[config.mk]
export PLATFORM = sky130hd
export DESIGN_NAME = booth_mult_radix4_flat
export DESIGN_NICKNAME = d
export VERILOG_FILES = /design/src/rtl/booth_mult_radix4_if.sv /design/src/rtl/booth_mult_radix4.sv /design/src/flat_wrapper.sv
export SDC_FILE = /design/constraint.sdc
export NUM_CORES = 1
export LEC_CHECK = 0
export BUFFER_PORTS_ARGS = -buffer_cell sky130_fd_sc_hd__buf_4
export CAP_MARGIN = 20
export CORE_MARGIN = 3
export CORE_UTILIZATION = 25
export DETAILED_ROUTE_END_ITERATION = 10
export SYNTH_ARGS = -nofsm -noshare
export SYNTH_HDL_FRONTEND = slang
export SYNTH_SLANG_ARGS = --single-unit
export TNS_END_PERCENT = 50
[constraint.sdc]
create_clock -name clock -period 5.9 [get_ports clock]
set_clock_uncertainty 0.05 [all_clocks]
set_input_delay 0.59 -clock clock [delete_from_list [all_inputs] [get_ports clock]]
set_output_delay 0.59 -clock clock [all_outputs]
set_load 0.1 [all_outputs]
[src/rtl/booth_mult_radix4_if.sv]
// Start/operand/result bundle for the radix-4 Booth multiplier.
// master drives operands and the start pulse; slave is the multiplier side.
interface booth_mult_radix4_if #(
    parameter int unsigned WIDTH = 32
);
    logic             ctrl_MULT;
    logic [WIDTH-1:0] data_operandA;
    logic [WIDTH-1:0] data_operandB;
    logic [WIDTH-1:0] data_result;
    logic             data_exception;
    logic             data_resultRDY;

    modport master (
        output ctrl_MULT, data_operandA, data_operandB,
        input  data_result, data_exception, data_resultRDY
    );

    modport slave (
        input  ctrl_MULT, data_operandA, data_operandB,
        output data_result, data_exception, data_resultRDY
    );
endinterface

[src/rtl/booth_mult_radix4.sv]
// Sequential signed multiplier using radix-4 Booth recoding, 2 multiplier bits per cycle.
// One result per WIDTH/2+1 cycles; a start while busy aborts and restarts.
module booth_mult_radix4 #(
    parameter int unsigned WIDTH = 32
) (
    input  logic                 clock,
    input  logic                 reset,
    booth_mult_radix4_if.slave   bus
);
    localparam int unsigned ITER = WIDTH / 2;
    localparam int unsigned CW   = (ITER > 1) ? $clog2(ITER) : 1;
    localparam int unsigned MW   = WIDTH + 2;

    typedef enum logic [1:0] {
        IDLE = 2'd0,
        BUSY = 2'd1,
        DONE = 2'd2
    } state_t;

    state_t           state, state_n;
    logic [CW-1:0]    cnt, cnt_n;
    logic [MW-1:0]    m_reg, m_n;
    logic [MW-1:0]    h, h_n;
    logic [WIDTH-1:0] l, l_n;
    logic             qm1, qm1_n;
    logic [WIDTH-1:0] result_q, result_n;
    logic             exc_q, exc_n;
    logic             rdy_q, rdy_n;

    logic [MW-1:0]    m2;
    logic [MW-1:0]    pp;
    logic [MW-1:0]    h_sum;
    logic             overflow_c;

    assign m2    = {m_reg[MW-2:0], 1'b0};
    assign h_sum = h + pp;

    // Product {h[WIDTH-1:0], l} overflows when its upper half plus l's sign bit are not uniform
    assign overflow_c = (h[WIDTH-1:0] != {WIDTH{l[WIDTH-1]}});

    // Booth partial product from the current multiplier bit pair and guard bit
    always_comb begin
        pp = '0;
        case ({l[1], l[0], qm1})
            3'b001, 3'b010: pp = m_reg;
            3'b011:         pp = m2;
            3'b100:         pp = MW'(0) - m2;
            3'b101, 3'b110: pp = MW'(0) - m_reg;
            default:        pp = '0;
        endcase
    end

    always_ff @(posedge clock) begin
        if (reset) begin
            state    <= IDLE;
            cnt      <= '0;
            m_reg    <= '0;
            h        <= '0;
            l        <= '0;
            qm1      <= 1'b0;
            result_q <= '0;
            exc_q    <= 1'b0;
            rdy_q    <= 1'b0;
        end else begin
            state    <= state_n;
            cnt      <= cnt_n;
            m_reg    <= m_n;
            h        <= h_n;
            l        <= l_n;
            qm1      <= qm1_n;
            result_q <= result_n;
            exc_q    <= exc_n;
            rdy_q    <= rdy_n;
        end
    end

    always_comb begin
        state_n  = state;
        cnt_n    = cnt;
        m_n      = m_reg;
        h_n      = h;
        l_n      = l;
        qm1_n    = qm1;
        result_n = result_q;
        exc_n    = exc_q;
        rdy_n    = 1'b0;

        case (state)
            IDLE: begin
                if (bus.ctrl_MULT) begin
                    state_n = BUSY;
                    cnt_n   = '0;
                    m_n     = {{2{bus.data_operandA[WIDTH-1]}}, bus.data_operandA};
                    h_n     = '0;
                    l_n     = bus.data_operandB;
                    qm1_n   = 1'b0;
                end
            end
            BUSY: begin
                if (bus.ctrl_MULT) begin
                    state_n = BUSY;
                    cnt_n   = '0;
                    m_n     = {{2{bus.data_operandA[WIDTH-1]}}, bus.data_operandA};
                    h_n     = '0;
                    l_n     = bus.data_operandB;
                    qm1_n   = 1'b0;
                end else begin
                    // Accumulate then arithmetic-shift {h, l, qm1} right by two
                    h_n   = {{2{h_sum[MW-1]}}, h_sum[MW-1:2]};
                    l_n   = {h_sum[1:0], l[WIDTH-1:2]};
                    qm1_n = l[1];
                    cnt_n = cnt + 1'b1;
                    if (cnt == CW'(ITER - 1)) begin
                        state_n = DONE;
                    end
                end
            end
            DONE: begin
                result_n = l;
                exc_n    = overflow_c;
                rdy_n    = 1'b1;
                if (bus.ctrl_MULT) begin
                    state_n = BUSY;
                    cnt_n   = '0;
                    m_n     = {{2{bus.data_operandA[WIDTH-1]}}, bus.data_operandA};
                    h_n     = '0;
                    l_n     = bus.data_operandB;
                    qm1_n   = 1'b0;
                end else begin
                    state_n = IDLE;
                end
            end
            default: begin
                state_n = IDLE;
            end
        endcase
    end

    assign bus.data_result    = result_q;
    assign bus.data_exception = exc_q;
    assign bus.data_resultRDY = rdy_q;
endmodule

[src/flat_wrapper.sv]
// flat-port wrapper written by rule: the top's interface ports become plain ports
module booth_mult_radix4_flat 
#(
    parameter int unsigned WIDTH = 32
)
  (clock, reset, bus_ctrl_MULT, bus_data_operandA, bus_data_operandB, bus_data_result, bus_data_exception, bus_data_resultRDY);
  booth_mult_radix4_if #(.WIDTH(WIDTH)) bus_i ();
  input  logic clock;
  input  logic reset;
  input wire logic [$bits(bus_i.ctrl_MULT)-1:0] bus_ctrl_MULT;
  input wire logic [$bits(bus_i.data_operandA)-1:0] bus_data_operandA;
  input wire logic [$bits(bus_i.data_operandB)-1:0] bus_data_operandB;
  output wire logic [$bits(bus_i.data_result)-1:0] bus_data_result;
  output wire logic [$bits(bus_i.data_exception)-1:0] bus_data_exception;
  output wire logic [$bits(bus_i.data_resultRDY)-1:0] bus_data_resultRDY;
  assign bus_i.ctrl_MULT = bus_ctrl_MULT;
  assign bus_i.data_operandA = bus_data_operandA;
  assign bus_i.data_operandB = bus_data_operandB;
  assign bus_data_result = bus_i.data_result;
  assign bus_data_exception = bus_i.data_exception;
  assign bus_data_resultRDY = bus_i.data_resultRDY;
  booth_mult_radix4 #(.WIDTH(WIDTH)) u_core (.clock(clock), .reset(reset), .bus(bus_i));
endmodule
==> key figures <==
Outcome
  – Status: completed

Placed design
  – Cells after DPL: 1,649
  – Setup slack at placement: 1.173 ns
  – Post-DP HPWL: 18.89 mm
  – Routability cong.: 0.8943
  – Input/output buffers: 100
  – Placed inst area: 0.009879 sq mm

Clock network
  – CTS Buf Count: 17
  – Clock-pin slew on the worst setup and hold paths: 0.07 ns
  – CTS H-Tree Depth: 4
  – Clk root buf: clkbuf_16
  – Post CTS Setup Buffer Count: 0
  – CTS max path bufs: 2
  – Clock sink total: 137
  – Hold-fix buffers, CTS: 0
  – Post-CTS sizing: 0
  – CTS tree: yes
  – Clock latency on the worst-skew pair: 0.43 ns

Worst setup path
  – Max stage delay on crit path: 0.49 ns
  – CP startpoint kind: flip-flop
  – Slowest-stage cell, CP: or3b_1
  – Buf/Inv on CP: 1
  – Critical path class: flip-flop to flip-flop
  – Crit end category: flip-flop
  – CP delay by family, top: compound AO/OA/AOI/OAI gates
  – CP Max Fanout: 7
  – Critical Path, Cell by Cell: inv_1 > ha_1 > or3b_1 > or2_1 > or3_1 > nand2_1 > xnor2_1 > a221oi_1 > a31oi_1 > ha_1 > nand2_1 > o21ai_0 > nor4bb_1 > a211o_1 > a211oi_1 > nand3_1 > mux2i_1 > o21ai_1
  – WP data required: 6.16 ns
  – Crit path arrival time: 5.09 ns

Pwr
  – Pleak: 4.219 nW
  – Power Total: 2.661 mW
  – Cell Int Power: 1.801 mW
  – Clk network pwr share: 41.0%
  – Switching share of power: 32.32%
  – Reg power frac: 38.6%
  – Gate power share: 20.4%
  – NetSw: 0.8600 mW
  – VDD IR max: 0.1555 mV
  – Pwr dens: 253.5 mW/mm^2

GRT
  – GRT Total Usage: 13.68%
  – Largest net degree at the start of global routing: 75
  – Vias in the first global route: 8,241
  – First-pass GRT wire length: 42.98 mm
  – Grt ovf: 0
  – Antenna violations before repair: 0

STA
  – Setup violations, final: 0
  – Final slew viol count: 0
  – Minimum clock period: 4.826 ns
  – Fmax achieved: 207.2 MHz
  – Relative slew slack: 31.27%
  – Setup_tns: 0 ns
  – RSZ-0062 raised after global routing: no
  – Worst setup margin: 1.074 ns
  – Fin crit share: 81.79%
  – Final hold vios: 0
  – Worst slew pin tran: 1.027 ns

Routing
  – DRT Pass-1 Iters: 6
  – Final wirelength: 25.86 mm
  – Routed vias: 8,530
  – Post-route DRC: 0
  – Routed vias/inst: 5.071
  – Routed Antenna Nets: 0
  – Drt wl/cell: 15.38 microns
  – Initial DRC count: 730

Cells and area
  – Cell area after layout: 0.01050 sq mm
  – Share of cells above drive strength 1: 13.53%
  – Final Non-Filler Cells: 1,682
  – Fillers: 3,711
  – Multi-input logic area: 0.005652 sq mm
  – Area Overhead vs Synth: 19.48%
  – Nets@finish: 1,317
  – Ant. Diodes: 0
  – Register area: 0.002743 sq mm

Synthesis
  – Syn Area/Cell: 7.529 sq um
  – Sequential area share after synthesis: 31.22%
  – Cell Area, Synth: 0.008786 sq mm
  – Fraction of post-synthesis cell area in the top cell type by area: 31.22%
  – Cell variety after synth: 71
  – Dominant synthesized flop cell: dfxtp_1
  – Most area-consuming cells after synthesis: dfxtp_1 31%, nand2_1 9.9%, a21oi_1 6.4%, mux2i_1 5.1%, ha_1 5.0%
  – Post-synthesis register bit count: 137
  – Synthesized instance count: 1,167
  – Ys Warns: 0
  – Post-synth EDFFs: 0
  – Async set or reset register ratio after synthesis: 0%
  – Leading area contributor after synthesis: dfxtp_1
  – Syn nets: 1,270

Die
  – Row count: 68
  – Die X: 193.5 microns
  – Placeable Area: 0.03463 sq mm
  – Starting Density: 25.37%
  – Ports: 101
  – Die Y-Extent: 193.5 microns
  – Die area: 0.03743 sq mm

Min path
  – Hold Path Class: input pin to flip-flop

Job
  – Max-cap violations: 0
synthesized netlist by cell type, types with 11 or more instances:
master / count
o21ai_0: 53
buf_1: 12
nand3_1: 24
nor3_1: 24
a31oi_1: 21
xor2_1: 27
mux2i_1: 45
a221oi_1: 13
clkbuf_1: 67
a21o_1: 14
xnor2_1: 46
nand2_1: 232
nor2_1: 95
inv_1: 19
a21oi_1: 112
ha_1: 35
o21ai_1: 11
dfxtp_1: 137
a211oi_1: 37
worst paths after layout:
path,startpoint,end,slack [ns],cells after the start
worst max-delay path,u_core.m_reg[0],u_core.h[32],1.07,18
worst min-delay path,bus_data_operandA[20],u_core.m_reg[20],0.35,3
worst max register to register,u_core.m_reg[0],u_core.h[32],1.07,18
worst min register to register,u_core.bus.data_result[7],u_core.bus.data_result[7],0.41,2
cells by family (layout without fill, tap and decap cells):
family,Yosys count,in the layout,synth area share [%]
buffers and inverters,105,165,4.785
adders and majority gates,36,36,5.212
DFF,137,137,31.22
and+or+nand+nor,447,447,23.13
muxes,45,45,5.127
xor gates and xnor gates,73,73,7.277
AOI/OAI and AO/OA,324,324,23.26
through the flow:
| step | hold slack (ns) | utilization (%) |
|---|---|---|
| floorplan | 0.3947 | - |
| global placement | 0.3940 | 28.53 |
| detailed placement | 0.4000 | 28.53 |
| CTS | 0.3392 | 30.24 |
| global route | 0.3418 | 30.32 |
| finish | 0.3483 | 30.32 |
worst min-delay path, delay by kind of cell:
kind,cells,cell delay (ns)
and+or+nand+nor,1,0.04
buffers and inverters,1,0.10
AOI/OAI and AO/OA,1,0.05
placed cells by master, fill, tap and decap left out, types with 27 or more instances in the layout:
| master | n |
|---|---|
| a21oi_1 | 111 |
| buf_4 | 112 |
| a211oi_1 | 37 |
| nand2_1 | 231 |
| dfxtp_1 | 137 |
| o21ai_0 | 53 |
| mux2i_1 | 44 |
| nor2_1 | 93 |
| ha_1 | 35 |
| xor2_1 | 27 |
| xnor2_1 | 46 |
final cells by class:
class / instances / share of cell area, %
Tap cell: 455 / 5.423
Timing Repair Buffer: 113 / 8.272
Sequential cell: 137 / 26.13
Inverter: 20 / 0.7151
Clock buffer: 17 / 4.052
Clock inverter: 15 / 1.573
Multi-Input combinational cell: 925 / 53.84
power groups by stage:
stage / logic [mW] / clock network (mW) / registers, mW
detailed placement: 0.537 / 0 / 1.05
global placement: 0.529 / 0 / 1.05
floorplan: 0.415 / 0 / 1.02
CTS: 0.540 / 1.12 / 1.03
global route: 0.608 / 1.16 / 1.04
finish: 0.542 / 1.09 / 1.03
routing by layer:
| metal | vias up | GRT usage, % | wire length (microns) |
|---|---|---|---|
| met5 | - | 0 | 0 |
| met4 | 0 | 4.420 | 561 |
| met3 | 38 | 4.075 | 2022 |
| met2 | 245 | 21.39 | 11610 |
| met1 | 4006 | 18.12 | 11670 |
| li1 | 4241 | - | - |
No activity file was read; power rests on OpenSTA's default activity.
